==> config.mk <==
export PLATFORM = sky130hd
export DESIGN_NAME = serial_subtractor
export DESIGN_NICKNAME = d
export VERILOG_FILES = /design/src/rtl/serial_sub_pkg.sv /design/src/rtl/full_subtractor.sv /design/src/rtl/serial_subtractor.sv
export SDC_FILE = /design/constraint.sdc
export NUM_CORES = 1
export LEC_CHECK = 0
export ABC_AREA = 1
export CORE_MARGIN = 8
export CORE_UTILIZATION = 46
export DETAILED_ROUTE_END_ITERATION = 8
export MAX_ROUTING_LAYER = met4
export PLACE_DENSITY = 0.74
export SLEW_MARGIN = 0
export SYNTH_ARGS = -nofsm -noshare
export SYNTH_HDL_FRONTEND = slang
export SYNTH_SLANG_ARGS = --single-unit
==> constraint.sdc <==
create_clock -name clk -period 1.05 [get_ports clk]
set_input_delay 0.21 -clock clk [delete_from_list [all_inputs] [get_ports clk]]
set_output_delay 0.21 -clock clk [all_outputs]
set_load 0.05 [all_outputs]
==> src/rtl/serial_sub_pkg.sv <==
`default_nettype none
// ============================================================================
// Module      : serial_sub_pkg
// Description : Shared types and helpers for the bit-serial subtractor.
//               - state_t   : controller states (IDLE, RUN, DONE)
//               - cnt_width : bit-counter width for a given operand width
// Revision    : 1.0 - initial release
// ============================================================================
package serial_sub_pkg;

    typedef enum logic [1:0] {
        IDLE = 2'd0,
        RUN  = 2'd1,
        DONE = 2'd2
    } state_t;

    // The counter must be able to represent WIDTH, hence WIDTH+1 codes.
    function automatic int cnt_width(input int width);
        return $clog2(width + 1);
    endfunction

endpackage
`default_nettype wire

==> src/rtl/full_subtractor.sv <==
`default_nettype none
// ============================================================================
// Module      : full_subtractor
// Description : Single-bit combinational full subtractor, d = a - b - bin.
// Ports       : a, b, bin (in)  - minuend bit, subtrahend bit, borrow-in
//               d, bout   (out) - difference bit, borrow-out
// Revision    : 1.0 - initial release
// ============================================================================
module full_subtractor (
    input  logic a,
    input  logic b,
    input  logic bin,
    output logic d,
    output logic bout
);

    assign d    = a ^ b ^ bin;
    // Borrow when b exceeds a outright, or when they are equal and a borrow
    // is already pending from the lower bit.
    assign bout = (~a & b) | (~(a ^ b) & bin);

endmodule
`default_nettype wire

==> src/rtl/serial_subtractor.sv <==
`default_nettype none
// ============================================================================
// Module      : serial_subtractor
// Description : Bit-serial subtractor, diff = a - b (mod 2^WIDTH), LSB first,
//               one bit per clock through a single full_subtractor cell.
// Ports       : clk, rst_n (async, active-low)
//               start, a, b          - request and operands (taken in IDLE)
//               busy, done           - handshake status (registered)
//               diff, borrow         - result and final borrow (registered)
//               ovf                  - signed overflow, only when the macro
//                                      SERIAL_SUB_OVF_EN is defined
// Revision    : 1.0 - initial release
// ============================================================================
module serial_subtractor
    import serial_sub_pkg::*;
#(
    parameter int WIDTH = 8
) (
    input  logic             clk,
    input  logic             rst_n,
    input  logic             start,
    input  logic [WIDTH-1:0] a,
    input  logic [WIDTH-1:0] b,
    output logic             busy,
    output logic             done,
    output logic [WIDTH-1:0] diff,
    output logic             borrow
`ifdef SERIAL_SUB_OVF_EN
    ,
    output logic             ovf
`endif
);

    localparam int                c_cnt_w = cnt_width(WIDTH);
    localparam logic [c_cnt_w-1:0] c_last = c_cnt_w'(WIDTH - 1);

    state_t             r_state;
    state_t             w_state_next;
    logic [WIDTH-1:0]   r_a;
    logic [WIDTH-1:0]   r_b;
    logic [WIDTH-1:0]   r_res;
    logic               r_bin;
    logic [c_cnt_w-1:0] r_cnt;
    logic               w_d;
    logic               w_bout;
    logic               w_last;
    logic [WIDTH-1:0]   w_res_next;

    full_subtractor u_fs (
        .a    (r_a[0]),
        .b    (r_b[0]),
        .bin  (r_bin),
        .d    (w_d),
        .bout (w_bout)
    );

    // New bit enters at the MSB; after WIDTH shifts bit 0 of the operands
    // has landed in bit 0 of the result. Written as a shifted concatenation
    // so it stays legal for WIDTH=1.
    assign w_res_next = WIDTH'({w_d, r_res} >> 1);
    assign w_last     = (r_cnt == c_last);

    // ------------------------------------------------------------------
    // Controller
    // ------------------------------------------------------------------
    always_ff @(posedge clk or negedge rst_n) begin
        if (!rst_n) begin
            r_state <= IDLE;
            busy    <= 1'b0;
            done    <= 1'b0;
        end else begin
            r_state <= w_state_next;
            // Status flops are loaded from the next state so they are
            // clean registers that line up with r_state.
            busy    <= (w_state_next == RUN);
            done    <= (w_state_next == DONE);
        end
    end

    always_comb begin
        w_state_next = r_state;
        case (r_state)
            IDLE:    if (start)  w_state_next = RUN;
            RUN:     if (w_last) w_state_next = DONE;
            DONE:    w_state_next = IDLE;
            default: w_state_next = IDLE;
        endcase
    end

    // ------------------------------------------------------------------
    // Datapath
    // ------------------------------------------------------------------
    always_ff @(posedge clk or negedge rst_n) begin
        if (!rst_n) begin
            r_a    <= '0;
            r_b    <= '0;
            r_res  <= '0;
            r_bin  <= 1'b0;
            r_cnt  <= '0;
            diff   <= '0;
            borrow <= 1'b0;
        end else begin
            case (r_state)
                IDLE: begin
                    if (start) begin
                        r_a   <= a;
                        r_b   <= b;
                        r_res <= '0;
                        r_bin <= 1'b0;
                        r_cnt <= '0;
                    end
                end
                RUN: begin
                    r_a   <= r_a >> 1;
                    r_b   <= r_b >> 1;
                    r_res <= w_res_next;
                    r_bin <= w_bout;
                    r_cnt <= r_cnt + 1'b1;
                    if (w_last) begin
                        diff   <= w_res_next;
                        borrow <= w_bout;
                    end
                end
                default: ;
            endcase
        end
    end

`ifdef SERIAL_SUB_OVF_EN
    // Operand MSBs are consumed by the shifters, so keep a copy for the
    // overflow decision on the final bit (w_d is then the result MSB).
    logic [1:0] r_msb;

    always_ff @(posedge clk or negedge rst_n) begin
        if (!rst_n) begin
            r_msb <= 2'b00;
            ovf   <= 1'b0;
        end else begin
            if (r_state == IDLE && start) begin
                r_msb <= {a[WIDTH-1], b[WIDTH-1]};
            end
            if (r_state == RUN && w_last) begin
                ovf <= (r_msb[1] != r_msb[0]) && (w_d != r_msb[1]);
            end
        end
    end
`endif

endmodule
`default_nettype wire

==> run summary <==
Pwr Total - 8680 uW
slowest stage delay, CP - 470 ps
CP startpoint - r_state[0]$_DFF_PN0_
syn_nets - 216
die footprint - 5956 sq um
synth unique cells - 17
failing checks - setup timing
antenna violations before repair - 0
Sink Count - 41
CTS tree - done
# H-tree levels - 2
Area Growth Syn to Fin - 74.56%
RSZ-0062 raised after global routing - true
drt total wl - 5186 microns
root buffer cell - clkbuf_8
Synth area leader - dfrtp_1
Rows - 22
Worst R2R Setup Slack - -150 ps
final setup fails - 52
crit path DAT - 1430 ps
diode count - 0
period utilization - 114.0%
initial drt markers - 173
yosys warns - 0
Worst-Skew Late Latency - 290 ps
Worst-Margin Slew - 319.7 ps
first-pass GRT wire length - 7286 microns
number of top-level pins - 30
Async S/R FF share, synth - 100.0%
top-count cell post-synth - nand2_1
CP most frequent cell - nand3_2
via count - 1657
Leak - 0.001454 uW
startpoint types - register
DPL Wire Length - 2682 microns
Bufs and invs on worst path - 2
crit-path max FO - 8
FF+latch count, synth - 41
number of global-route vias before repair - 1573
fin area - 3005 sq um
CP max-delay cell - dfrtp_2
Crit. path cell count - 5
post-place instance area - 2313 sq um
Chip Height - 77.18 microns
Critical Setup Path Class - reg2reg
crit-path cells - buf_6, nor2_4, buf_12, nand3_2, nand3_2
worst hold path type - in2async
Setup Skew - 4.361 ps
PwrDens - 2888 nW/um^2
GRT overflow - 0
aggregate global-route resource usage - 15.39%
core area - 3633 sq um
first-pass detailed-route iteration total - 4
Synth top area share - 59.59%
Clk pin slew, worst setup/hold paths - 80 ps
Post-Syn Area per Cell - 8.829 sq um
VDD IR-drop max - 1.368 mV
Routability Congestion - 0.8176
cells after synthesis - 195
ANT nets after route - 0
EDFF count, synth - 0
DRC errors left - 0
clock buffer count from CTS - 5
Max-slew headroom - 78.69%
synth cell count leaders - nand2_1 (83), dfrtp_1 (41), nand3_1 (32)
Post-synth top flop - dfrtp_1
Clock Path Buffers - 2
fill count - 194
port bufs - 29
pin count of the biggest net entering global routing - 42
die outline width - 77.18 microns
Mapped Area - 1722 sq um
# Max-Cap Violations - 0
via density per instance - 5.311
layout cells sized above 1 - 45.83%
max-slew violation count - 0
nets - 284
delay-heaviest family, CP - flip-flops
outcome - complete, but fails checks
Initial Util - 47.38%
register area share after synthesis - 59.59%
worst reg2reg path startpoint - r_state[0]$_DFF_PN0_
ranking of synthesized cells by area - dfrtp_1 (60%), nand2_1 (18%), nand3_1 (9.3%)
Setup crit end kind - register
worst r2r dst - r_a[4]$_DFFE_PN0P_
fin worst setup slack - -146.9 ps
R2R depth - 5
worst setup path endpoint - r_a[4]$_DFFE_PN0P_
Max Fclk - 0.8355 GHz
final hold vios - 0
drt wl/cell - 16.62 microns
Worst Path Required - 1280 ps
Period minus WS final - 1197 ps
[report_power, final]
| group | switching [uW] | internal, uW | total [uW] |
|---|---|---|---|
| clock network | 552 | 595 | 1150 |
| logic | 2370 | 2390 | 4750 |
| registers | 569 | 2210 | 2780 |
[state kept, by name, indices dropped and copies added, names as in the netlist]
register	flops
r_state	2
done	1
borrow	1
busy	1
r_a	8
diff	8
r_cnt	4
r_res	7
r_b	8
r_bin	1
[area by class of cell]
class                      count  area (sq um)  share of cell area (%)
sequential                    41          1028                   34.22
multi-input combinational    137         932.1                   31.02
timing repair buffer          68         840.8                   27.98
clock buffer                   7         96.34                   3.206
tap                           48         60.06                   1.998
inverter                      10         42.54                   1.415
clock inverter                 1         5.005                  0.1665
[how the worst min path moves through the flow]
stage / from / to
2_1_floorplan: rst_n / borrow$_DFFE_PN0P_
3_3_place_gp: rst_n / done$_DFF_PN0_
3_5_place_dp: rst_n / done$_DFF_PN0_
4_1_cts: rst_n / diff[3]$_DFFE_PN0P_
5_1_grt: rst_n / r_cnt[2]$_DFFE_PN0P_
6_report: rst_n / done$_DFF_PN0_
[metrics by stage]
stage	util (%)	setup TNS, ps	hold slack [ps]	instances	worst slack (ps)
floorplan	-	-359.4	-85.59	195	-36.08
global placement	63.67	-6356	193.7	281	-218.2
detailed placement	63.67	-7619	196.9	281	-280.0
CTS	73.66	-1913	428.0	306	-111.0
global route	82.71	-5968	439.5	312	-198.1
finish	82.71	-3927	414.4	312	-146.9
[cell families (layout without fill, tap and decap cells)]
kind of cell / after synthesis / in the layout / synth area share [%]
compound gates: 10 / 10 / 3.561
flops: 41 / 41 / 59.59
fa+ha+maj: 2 / 2 / 1.889
simple gates: 124 / 125 / 29.80
buf+inv: 18 / 86 / 5.160
[routing by layer]
| metal | part of all wire [%] | routed length (microns) | track usage (%) | vias to the layer above |
|---|---|---|---|---|
| li1 | - | - | - | 754 |
| met1 | 41 | 2107 | 17.81 | 822 |
| met2 | 53 | 2767 | 24.85 | 77 |
| met3 | 5.4 | 282 | 4.079 | 4 |
| met4 | 0.56 | 29 | 6.038 | 0 |
| met5 | 0 | 0 | - | - |
[repair_timing]
| item | 4_1_cts | 5_1_grt |
|---|---|---|
| setup buffers | 14 | 3 |
| resized for setup | 27 | 65 |
| endpoints found under the hold margin | 41 | 0 |
| pin swaps | 12 | 20 |
| gates cloned | 2 | 3 |
| endpoints found under the setup margin | 51 | 52 |
| hold buffers | 1 | 0 |
[cells in the final DEF (no fill, tap or decap), types with 5 or more instances in the layout]
cell and instances:
nand3_4 9, buf_6 10, clkbuf_8 7, dfrtp_1 39, nand2_2 13, buf_12 17
clkdlybuf4s50_1 17, nand2_1 69, nand3_2 20, o21ai_1 6, buf_4 20, inv_1 5
[worst min-delay path: cells and delay by family]
family | cells | cell delay [ps]
buf+inv | 3 | 870
Note: power is estimated with default switching activity, not from simulation.
